==> src/rtl/fp_adder_seq.sv <==
// fp_adder_seq: feeds operand pairs to a fixed-latency, handshake-free pipelined adder and collects results in order.
// Latency: LAT+2 edges from the accept edge to out_valid (the accept edge counts as the first) with an empty result FIFO.
// Backpressure: in_ready drops while DEPTH ops are outstanding; results wait in the FIFO while out_ready=0.
// Optional feature: define FP_SEQ_CLASS_EN to store a 3-bit result class with each result and expose out_class.
module fp_adder_seq #(
    parameter int E_WIDTH = 8,
    parameter int M_WIDTH = 23,
    parameter int LAT     = 3,
    parameter int DEPTH   = 4
) (
    input  logic                       clk,
    input  logic                       rst,
    input  logic                       in_valid,
    output logic                       in_ready,
    input  logic [E_WIDTH+M_WIDTH:0]   in_a,
    input  logic [E_WIDTH+M_WIDTH:0]   in_b,
    output logic                       out_valid,
    input  logic                       out_ready,
    output logic [E_WIDTH+M_WIDTH:0]   out_res,
    output logic [E_WIDTH+M_WIDTH:0]   add_a,
    output logic [E_WIDTH+M_WIDTH:0]   add_b,
    input  logic [E_WIDTH+M_WIDTH:0]   add_res
`ifdef FP_SEQ_CLASS_EN
    ,
    output logic [2:0]                 out_class
`endif
);

    localparam int W  = 1 + E_WIDTH + M_WIDTH;
    localparam int PW = (DEPTH > 1) ? $clog2(DEPTH) : 1;
    localparam int CW = $clog2(DEPTH + 1);
`ifdef FP_SEQ_CLASS_EN
    localparam int FW = W + 3;
`else
    localparam int FW = W;
`endif

    logic [W-1:0]  add_a_q, add_a_d;
    logic [W-1:0]  add_b_q, add_b_d;
    logic [LAT:0]  vld_q, vld_d;
    logic [FW-1:0] mem_q [DEPTH];
    logic [FW-1:0] push_dat;
    logic [PW-1:0] wr_ptr_q, wr_ptr_d;
    logic [PW-1:0] rd_ptr_q, rd_ptr_d;
    logic [CW-1:0] cnt_q, cnt_d;
    logic [CW-1:0] pending_q, pending_d;
    logic          accept;
    logic          push;
    logic          pop;

    // Pointers wrap modulo DEPTH, so non-power-of-two depths work too.
    function automatic logic [PW-1:0] ptr_inc(input logic [PW-1:0] p);
        logic [PW-1:0] r;
        if (p == PW'(DEPTH - 1)) r = '0;
        else                     r = p + PW'(1);
        return r;
    endfunction

`ifdef FP_SEQ_CLASS_EN
    // 0 normal/subnormal, 1 zero, 2 +inf, 3 -inf, 4 NaN.
    function automatic logic [2:0] classify(input logic [W-1:0] v);
        logic [E_WIDTH-1:0] e;
        logic [M_WIDTH-1:0] m;
        logic [2:0]         c;
        e = v[W-2 -: E_WIDTH];
        m = v[M_WIDTH-1:0];
        c = 3'd0;
        if (&e) begin
            if (m != '0)      c = 3'd4;
            else if (v[W-1])  c = 3'd3;
            else              c = 3'd2;
        end else if (e == '0 && m == '0) begin
            c = 3'd1;
        end
        return c;
    endfunction

    assign push_dat  = {classify(add_res), add_res};
    assign out_class = mem_q[rd_ptr_q][FW-1 -: 3];
`else
    assign push_dat  = add_res;
`endif

    // Credit check reads the registered counter only: a pop frees a slot one cycle later.
    assign in_ready  = (pending_q < CW'(DEPTH));
    assign accept    = in_valid && in_ready;
    assign push      = vld_q[LAT];
    assign out_valid = (cnt_q != '0);
    assign pop       = out_valid && out_ready;
    assign out_res   = mem_q[rd_ptr_q][W-1:0];
    assign add_a     = add_a_q;
    assign add_b     = add_b_q;

    // Next-state for operand registers, valid pipeline, FIFO pointers and counters.
    always_comb begin
        add_a_d   = add_a_q;
        add_b_d   = add_b_q;
        vld_d     = {vld_q[LAT-1:0], accept};
        wr_ptr_d  = wr_ptr_q;
        rd_ptr_d  = rd_ptr_q;
        cnt_d     = cnt_q;
        pending_d = pending_q;
        if (accept) begin
            add_a_d = in_a;
            add_b_d = in_b;
        end
        if (push) wr_ptr_d = ptr_inc(wr_ptr_q);
        if (pop)  rd_ptr_d = ptr_inc(rd_ptr_q);
        case ({push, pop})
            2'b10:   cnt_d = cnt_q + CW'(1);
            2'b01:   cnt_d = cnt_q - CW'(1);
            default: cnt_d = cnt_q;
        endcase
        case ({accept, pop})
            2'b10:   pending_d = pending_q + CW'(1);
            2'b01:   pending_d = pending_q - CW'(1);
            default: pending_d = pending_q;
        endcase
    end

    // Control and operand state; reset also drops results still travelling through the adder.
    always_ff @(posedge clk or posedge rst) begin
        if (rst) begin
            add_a_q   <= '0;
            add_b_q   <= '0;
            vld_q     <= '0;
            wr_ptr_q  <= '0;
            rd_ptr_q  <= '0;
            cnt_q     <= '0;
            pending_q <= '0;
        end else begin
            add_a_q   <= add_a_d;
            add_b_q   <= add_b_d;
            vld_q     <= vld_d;
            wr_ptr_q  <= wr_ptr_d;
            rd_ptr_q  <= rd_ptr_d;
            cnt_q     <= cnt_d;
            pending_q <= pending_d;
        end
    end

    // Result storage; the credit counter guarantees a push always finds a free slot.
    always_ff @(posedge clk or posedge rst) begin
        if (rst) begin
            for (int i = 0; i < DEPTH; i++) mem_q[i] <= '0;
        end else if (push) begin
            mem_q[wr_ptr_q] <= push_dat;
        end
    end

endmodule

==> config.mk <==
export PLATFORM = sky130hd
export DESIGN_NAME = fp_adder_seq
export DESIGN_NICKNAME = d
export VERILOG_FILES = /design/src/rtl/fp_adder_seq.sv
export SDC_FILE = /design/constraint.sdc
export NUM_CORES = 1
export LEC_CHECK = 0
export CORE_MARGIN = 10
export CORE_UTILIZATION = 38
export CTS_CLUSTER_SIZE = 8
export DETAILED_ROUTE_END_ITERATION = 8
export MAX_ROUTING_LAYER = met4
export PLACE_DENSITY = 0.69
export REMOVE_ABC_BUFFERS = 1
export SKIP_CTS_REPAIR_TIMING = 1
export SYNTH_ARGS = -nofsm -noshare
export SYNTH_HDL_FRONTEND = slang
export SYNTH_SLANG_ARGS = --single-unit
export TNS_END_PERCENT = 100
==> constraint.sdc <==
create_clock -name clk -period 7.9 [get_ports clk]
set_input_delay 1.975 -clock clk [delete_from_list [all_inputs] [get_ports clk]]
set_output_delay 1.975 -clock clk [all_outputs]
set_load 0.05 [all_outputs]
After elaboration in Yosys (flattened, before gate mapping)
Cells that the tools add are included.
{"block": "word_totals", "register_bits": 206, "inputBits": 100, "out_inout_bits": 98, "wordCells": 45}
{"block": "classes", "bitwise_logic": 2, "eq_ne": 6, "muxes": 10, "n_reduce_logical": 6, "n_addsub": 6, "magnitude_cmp": 4}
{"op": "128-bit bitwise mux", "count": 1}
{"op": "32-bit 2-to-1 mux", "count": 3}
{"op": "32-bit binary-select mux with 2-bit select", "count": 1}
{"op": "32-bit demux with 2-bit select", "count": 1}
{"op": "3-bit case mux with 2 select lines", "count": 2}
{"op": "2-bit equality test (second input constant)", "count": 4}
{"op": "3-bit by 1-bit adder with 3-bit output (second input constant)", "count": 2}
{"op": "3-bit greater-or-equal comparator (second input constant)", "count": 2}
{"op": "2-bit NOT with 3-bit output", "count": 2}
{"op": "3-bit by 1-bit subtractor with 3-bit output (second input constant)", "count": 2}
{"op": "2-bit by 1-bit adder with 2-bit output (second input constant)", "count": 2}
{"op": "2-bit by 1-bit equality test with 1-bit output (second input constant)", "count": 2}
{"op": "2-bit 2-to-1 mux", "count": 2}
{"op": "2-bit nonzero test", "count": 2}
{"op": "1-bit logical AND", "count": 3}
{"op": "3-bit by 1-bit < comparator with 1-bit output (second input constant)", "count": 1}
{"op": "3-bit < comparator (second input constant)", "count": 1}
{"op": "3-bit nonzero test", "count": 1}

Longest topological paths before layout
Gate-level depths: netlist of run 1.
{"block": "logic_depth", "ltp_word": 6, "ltp_mapped": 9, "ltp_nobuf": 9}

Worst setup path before layout of run 1
Ideal clock, no wire load.
{"block": "synth_timing", "path_kind": "reg2out", "start": "register rd_ptr_q[0]", "end": "output out_res[10]", "path_stages_with_launch": 4, "slack_ns": 4.523, "path_buffers": 2, "t_arrival_ns": 1.402, "path_cell_list": "dfrtp_1 -> buf_2 -> buf_6 -> mux4_2"}
{"block": "synth_between", "elab_chain_len": 4}
{"element": "from (decl)", "line_no": "44", "text": "logic [PW-1:0] rd_ptr_q, rd_ptr_d;"}
{"element": "from (signal assigned)", "line_no": "136", "text": "rd_ptr_q <= rd_ptr_d;"}
{"element": "2-bit NOT with 3-bit output (implied by the code)", "line_no": "90", "text": "assign out_res = mem_q[rd_ptr_q][W-1:0];"}
{"element": "32-bit binary-select mux with 2-bit select", "line_no": "90"}
{"element": "32-bit 2-to-1 mux (implied by the code) (2 in series)", "line_no": "90"}
{"element": "to (decl)", "line_no": "19", "text": "output logic [E_WIDTH+M_WIDTH:0] out_res,"}
Every way passes these cells. The select of a mux whose other input is x is not followed.

Worst setup path after layout of run 1
{"block": "layout_timing", "start": "register rd_ptr_q[0]", "end": "output out_res[22]"}
The elaborated chain is that of the path after synthesis.

==> impl_metrics.ini, run 1 <==
[outcome]
outcome = completed

[setup_path]
crit_arrival_ns = 2.89
crit_start = rd_ptr_q[0]$_DFFE_PP0P_
rr_endpoint = cnt_q[2]$_DFFE_PP0P_
path_class = flop to primary output
worstPathCellList = buf_4 > mux4_2 > clkdlybuf4s50_1
max_stage_delay_ns = 0.73
start_kind = flop
cpMaxStageDelayCell = clkdlybuf4s50_1
cp-endpoint = out_res[22]
ff2ff_setup_slack_ns = 5.87
path_max_fanout = 27
required_ns = 5.93
critPathCaptureType = primary output
r2r-start = cnt_q[0]$_DFFE_PP0P_
reg2regPathDepth = 9

[final_layout]
final_nets = 816
instances_no_fill = 988
layout_common_cells = dfrtp_1 (204), clkdlybuf4s50_1 (197), mux2_2 (194)
area_delta_synth_final_pct = 34.0
drive_gt1_share_pct = 37.8
final_common_cell = dfrtp_1

[detailed_routing]
firstDrtPassIters = 4
drc = 0
wl_mm = 21.1
drtAntennaViolNets = 0
vias = 5033
vias_per_cell = 5.09
post_drt_wl_per_cell_microns = 21.4
drt-initial-drc-count = 191

[hold_path]
hp-start = vld_q[2]$_DFF_PP0_
hp-class = flop to flop

[logic_synthesis]
synth_edf_count = 0
synth-seq-cells = 206
synthDistinctLibCells = 16
syn_avg_cell_area_sq_um = 17.0
async_flop_share_pct = 100
yosysWarnings = 0
synth_area_sq_um = 8570
syn_inst = 503
ys_seq_area_share_pct = 60.2
synth_ff_type = dfrtp_1

[timing]
rsz0062_at_grt = no
setup-tns-final_ns = 0
fmax_mhz = 205
fin_ws_ns = 3.03
slew_headroom_pct = 33.6
fin_skew_ns = 0.00871
hold_violations = 0
report.final.slew_viol_count = 0
period_minus_slack_ns = 4.87
worst_slew_pin_slew_ns = 0.992
setup_viol = 0
finalCritPeriodShare_pct = 61.6

[global_routing]
grtUsageMet3_pct = 7.52
grt_busiest_layer = met2
antenna_found_initial = 1
grt_max_degree = 143
gr-total-overflow = 0
grt_pass1_vias = 6112
use_met1_pct = 17.2
grtUsageTotal_pct = 15.3
grtUsageMet2_pct = 24.1
grt_pass1_wl_mm = 33.9

[placement]
portBuffers = 197
place_ws_ns = 3.52
place.gp.congestion = 0.777
dpl.hpwl_mm = 14.4
dp_cells = 956

[floorplanning]
die_w_microns = 170
rows = 54
io_pins = 198
core_area_sq_um = 22000
die_h_microns = 170
dieArea_sq_um = 28900
start_util_pct = 38.9

[clock_tree]
clkTransAtPathRegs_ns = 0.05
cts-htree-levels = 1
cts_tree = done
clock_path_buffers = 3
numClockSinks = 206
clk_latency_ns = 0.51
clk_root_buffer_cell = clkbuf_16
cts_buffers = 29

[flow_run]
drv_cap = 0
## stage by stage
step | area [sq um] | util (%) | hold WS (ns)
after floorplan | 8370 | - | 0.331
after global placement | 10700 | 48.7 | 0.333
after detailed placement | 10700 | 48.7 | 0.335
after CTS | 11500 | 52.1 | 0.349
after global routing | 11500 | 52.1 | 0.350
final | 11500 | 52.1 | 0.348
## flip-flops by register name, indices dropped and copies added, names as in the netlist
| signal | count |
|---|---|
| add_a | 32 |
| add_b | 32 |
| cnt_q | 3 |
| mem_q | 128 |
| pending_q | 3 |
| rd_ptr_q | 2 |
| vld_q | 4 |
| wr_ptr_q | 2 |
## cell usage after synthesis, drive strengths merged (3+ instances only)
cell type,number,area [sq um]
buf,27,196
nor2,3,11.3
nand2,7,26.3
ha,7,87.6
xor2,3,26.3
xnor2,3,26.3
inv,13,48.8
mux2,194,2180
dfrtp,206,5150
mux4,32,721
## worst min-delay path by stage
stage	to	slack, ns	cells after the start
2_1_floorplan	vld_q[1]$_DFF_PP0_	0.33	0
3_3_place_gp	vld_q[3]$_DFF_PP0_	0.33	0
3_5_place_dp	vld_q[3]$_DFF_PP0_	0.33	0
4_1_cts	vld_q[1]$_DFF_PP0_	0.35	0
5_1_grt	vld_q[1]$_DFF_PP0_	0.35	0
6_report	vld_q[3]$_DFF_PP0_	0.35	0
## cells by family after synthesis
logic type | Yosys count | synth area share [%]
compound gates | 2 | 0.117
xor+xnor | 6 | 0.614
fa+ha+maj | 9 | 1.49
buf+inv | 40 | 2.86
flops | 206 | 60.2
mux | 228 | 34.2
simple gates | 12 | 0.584
## per-layer routing
metal	up-vias	share of wire [%]
li1	2223	-
met1	2584	41
met3	24	12
met5	-	0
met4	0	1.3
met2	202	46
## critical path: cells and delay by family, from the launching register on
kind / cells / cell delay [ns]
mux: 1 / 0.57
buf+inv: 2 / 1.24
flops: 1 / 0.51
## layout make-up
cell class	instances	area, sq um
multi-input combinational	257	3180
sequential	206	5160
inverter	13	56.3
fill	1777	10500
clock buffer	31	743
tap	280	350
antenna	1	2.50
timing repair buffer	200	1990
Power of run 1 is not shown: default switching activity piles up to over one toggle a cycle in this logic, so the estimate is an artifact.
==> run 2: changes to the inputs <==
Clock period 7.9 ns to 4.15 ns, I/O delays scaled along.
==> run 2 against run 1 <==
Sequential cell count stayed put; register-to-register slack worse by 3.8 ns; hold slack lost 0.0048 ns; sequential share of layout area is 0.21 points lower; clock skew shrank 0.0027 ns; die area is the same; via count is the same; critical path type unchanged; highest routed layer unchanged.
==> impl_metrics.ini, run 2 (synthesis results as in run 1) <==
[outcome]
outcome = completed

[floorplanning]
die_h_microns = 170
core_area_sq_um = 22000
dieArea_sq_um = 28900
start_util_pct = 38.9
rows = 54
io_pins = 198
die_w_microns = 170

[detailed_routing]
vias = 5033
drc = 0
drt-initial-drc-count = 210
drtAntennaViolNets = 0
firstDrtPassIters = 4
wl_mm = 21.2
vias_per_cell = 5.07
post_drt_wl_per_cell_microns = 21.4

[clock_tree]
clock_path_buffers = 3
clk_root_buffer_cell = clkbuf_16
numClockSinks = 206
cts_tree = done
cts-htree-levels = 1
clk_latency_ns = 0.52
cts_buffers = 29
clkTransAtPathRegs_ns = 0.05

[setup_path]
required_ns = 3.11
r2r-start = cnt_q[0]$_DFFE_PP0P_
path_class = flop to primary output
crit_arrival_ns = 2.72
path_max_fanout = 23
crit_start = rd_ptr_q[0]$_DFFE_PP0P_
ff2ff_setup_slack_ns = 2.10
rr_endpoint = cnt_q[2]$_DFFE_PP0P_
reg2regPathDepth = 9
start_kind = flop
critPathCaptureType = primary output

[timing]
setup_viol = 0
worst_slew_pin_slew_ns = 1.01
hold_ws_ns = 0.344
hold_violations = 0
report.final.slew_viol_count = 0
fmax_mhz = 266
period_minus_slack_ns = 3.75
finalCritPeriodShare_pct = 90.5
fin_skew_ns = 0.00599
slew_headroom_pct = 32.5
rsz0062_at_grt = no

[hold_path]
hp-class = flop to flop
holdPathEnd = vld_q[3]$_DFF_PP0_
hp-start = vld_q[2]$_DFF_PP0_
hold_path_depth = 0

[placement]
portBuffers = 197
dpl.hpwl_mm = 14.7
place.gp.congestion = 0.785

[global_routing]
gr-total-overflow = 0
grt_pass1_wl_mm = 33.3
grtUsageTotal_pct = 15.1
grt_max_degree = 106
antenna_found_initial = 0
grt_pass1_vias = 6003

[final_layout]
final_common_cell = dfrtp_1
registers.top_by_ff_count = mem_q
layout_common_cells = dfrtp_1 (204), clkdlybuf4s50_1 (197), mux2_2 (194)
drive_gt1_share_pct = 37.8
final_nets = 819
n_antenna_cell = 0
largest_register_ffs = 128
area_delta_synth_final_pct = 34.7

[flow_run]
drv_cap = 0
==> run 2: how the worst max path moves through the flow <==
stage                                       to  slack, ns
after floorplan           add_a[0]$_DFFE_PP0P_      -2.51
after global placement             out_res[18]       0.93
after detailed placement           out_res[25]       0.90
after CTS                          out_res[26]       0.33
after global routing               out_res[15]       0.25
final                              out_res[26]       0.40
==> run 2: area by class of cell <==
class	count	area (sq um)
Fill cell	1787	10500
Sequential cell	206	5160
Clock buffer	33	741
Multi-Input combinational cell	257	3180
Inverter	13	56.3
Tap cell	280	350
Timing Repair Buffer	203	2050
==> run 2: critical path, cell delays in order, from the launching register on <==
cell and delay [ns]:
dfrtp_2 0.63, buf_12 0.27, mux4_2 0.54, clkdlybuf4s50_1 0.72
==> run 2: metrics by stage <==
stage / TNS, ns / setup WS [ns] / cells / utilization [%] / cell area (sq um)
3_3_place_gp: 0 / 0.925 / 959 / 49.0 / 10800
3_5_place_dp: 0 / 0.901 / 959 / 49.0 / 10800
2_1_floorplan: -517.40 / -2.51 / 476 / - / 8370
6_report: 0 / 0.395 / 992 / 52.4 / 11500
5_1_grt: 0 / 0.248 / 992 / 52.4 / 11500
4_1_cts: 0 / 0.333 / 992 / 52.4 / 11500
==> run 2: metal layers <==
metal  vias to the layer above  track usage [%]  part of all wire, %
li1                       2221                -                    -
met4                         0             3.59                  1.6
met1                      2583             17.2                   41
met2                       200             23.2                   46
met5                         -                -                    0
met3                        29             7.91                   12
Power of run 2 is left out for the same reason.
==> run 3: changes to the inputs <==
--- a/config.mk
+++ b/config.mk
@@ -7,9 +7,9 @@
 export LEC_CHECK = 0
 export CORE_MARGIN = 10
-export CORE_UTILIZATION = 38
+export CORE_UTILIZATION = 45
 export CTS_CLUSTER_SIZE = 8
 export DETAILED_ROUTE_END_ITERATION = 8
 export MAX_ROUTING_LAYER = met4
-export PLACE_DENSITY = 0.69
+export PLACE_DENSITY = 0.79
 export REMOVE_ABC_BUFFERS = 1
 export SKIP_CTS_REPAIR_TIMING = 1
==> constraint.sdc (replaced) <==
create_clock -name clk -period 4.15 [get_ports clk]
set_input_delay 0.415 -clock clk [delete_from_list [all_inputs] [get_ports clk]]
set_output_delay 0.415 -clock clk [all_outputs]
set_load 0.05 [all_outputs]
==> run 3 against run 2 <==
Clock skew is 0.0046 ns higher; cell count is 4.3% lower; core utilization is 8.8 points higher; register-to-register slack worse by 0.07 ns; non-clock buffer count is 3 higher; critical path depth stayed put; hold slack better by 0.0010 ns; die area is 14% lower; sequential share of layout area is 0.33 points higher; clock-buffer cell count is 1 lower; wire length is 0.17% lower; critical path type unchanged; largest cell class unchanged.
==> impl_metrics.ini, run 3 (synthesis results as in run 1) <==
[outcome]
outcome = completed

[detailed_routing]
drtAntennaViolNets = 0
drc = 0
vias_per_cell = 5.33
drt-initial-drc-count = 161
firstDrtPassIters = 4
wl_mm = 21.2
post_drt_wl_per_cell_microns = 22.3
vias = 5058

[floorplanning]
rows = 50
dieArea_sq_um = 25000
die_w_microns = 158
die_h_microns = 158
io_pins = 198
start_util_pct = 45.8
core_area_sq_um = 18700

[setup_path]
critPathCaptureType = primary output
path_class = flop to primary output
ff2ff_setup_slack_ns = 2.03
max_stage_delay_ns = 0.81
worstPathCellList = buf_4 > mux4_2 > clkdlybuf4s50_1
cpMaxStageDelayCell = dfrtp_2
crit_arrival_ns = 2.91
required_ns = 3.73
path_max_fanout = 21
start_kind = flop

[timing]
worst_slew_pin_slew_ns = 1.14
period_minus_slack_ns = 3.32
report.final.slew_viol_count = 0
setup_viol = 0
hold_violations = 0
fmax_mhz = 301
fin_ws_ns = 0.828
rsz0062_at_grt = no
fin_skew_ns = 0.0106
finalCritPeriodShare_pct = 80.0
slew_headroom_pct = 23.9

[final_layout]
area_delta_synth_final_pct = 33.7
registers.top_by_ff_count = mem_q
layout_common_cells = dfrtp_1 (204), clkdlybuf4s50_1 (197), mux2_2 (194)
final_common_cell = dfrtp_1
drive_gt1_share_pct = 37.5
largest_register_ffs = 128
final_nets = 822

[clock_tree]
clk_root_buffer_cell = clkbuf_16
numClockSinks = 206
cts-htree-levels = 1
clk_latency_ns = 0.51
cts_buffers = 29
cts_tree = done
clkTransAtPathRegs_ns = 0.05
clock_path_buffers = 3

[global_routing]
grt_pass1_vias = 6096
grtUsageTotal_pct = 17.8
grt_max_degree = 171
grt_pass1_wl_mm = 33.8
gr-total-overflow = 0
antenna_found_initial = 1

[hold_path]
hp-class = flop to flop

[placement]
place.gp.congestion = 0.790
place_ws_ns = 1.31
dpl.hpwl_mm = 14.9
portBuffers = 197

[flow_run]
drv_cap = 0
## run 3: metal layers
layer	share of wire (%)	up-vias	track usage, %	wire, microns
met5	0	-	-	0
met4	1.8	0	3.93	372
met3	12	30	9.28	2620
met2	49	191	29.1	10400
met1	37	2613	18.9	7810
li1	-	2224	-	-
## run 3: path summary, 6_finish.rpt
check,from,endpoint,cells after the start
worst max-delay path,rd_ptr_q[0]$_DFFE_PP0P_,out_res[5],3
worst min-delay path,vld_q[1]$_DFF_PP0_,vld_q[2]$_DFF_PP0_,0
worst max register to register,pending_q[2]$_DFFE_PP0P_,add_b[24]$_DFFE_PP0P_,5
worst min register to register,vld_q[1]$_DFF_PP0_,vld_q[2]$_DFF_PP0_,0
max in group asynchronous,rst,mem_q[53]$_DFFE_PP0P_,3
min in group asynchronous,rst,mem_q[11]$_DFFE_PP0P_,2
## run 3: metrics by stage
| step | hold slack (ns) | setup TNS (ns) | cell area [sq um] | util [%] | instances |
|---|---|---|---|---|---|
| final | 0.345 | 0 | 11500 | 61.2 | 949 |
| after global routing | 0.348 | 0 | 11500 | 61.2 | 949 |
| after CTS | 0.348 | 0 | 11400 | 61.2 | 948 |
| after detailed placement | 0.336 | 0 | 10700 | 57.3 | 916 |
| after global placement | 0.335 | 0 | 10700 | 57.3 | 916 |
| after floorplan | 0.331 | -389.16 | 8370 | - | 476 |
## run 3: area by class of cell
| cell class | instances | area (sq um) |
|---|---|---|
| multi-input combinational | 257 | 3170 |
| inverter | 13 | 56.3 |
| timing repair buffer | 206 | 2040 |
| clock buffer | 32 | 737 |
| antenna | 1 | 2.50 |
| sequential | 206 | 5160 |
| fill | 1354 | 7250 |
| tap | 234 | 293 |
## run 3: critical path, delay by kind of cell, from the launching register on
kind | cells | cell delay [ns]
buffers and inverters | 2 | 1.04
DFF | 1 | 0.81
muxes | 1 | 0.52
Power of run 3 is left out for the same reason.
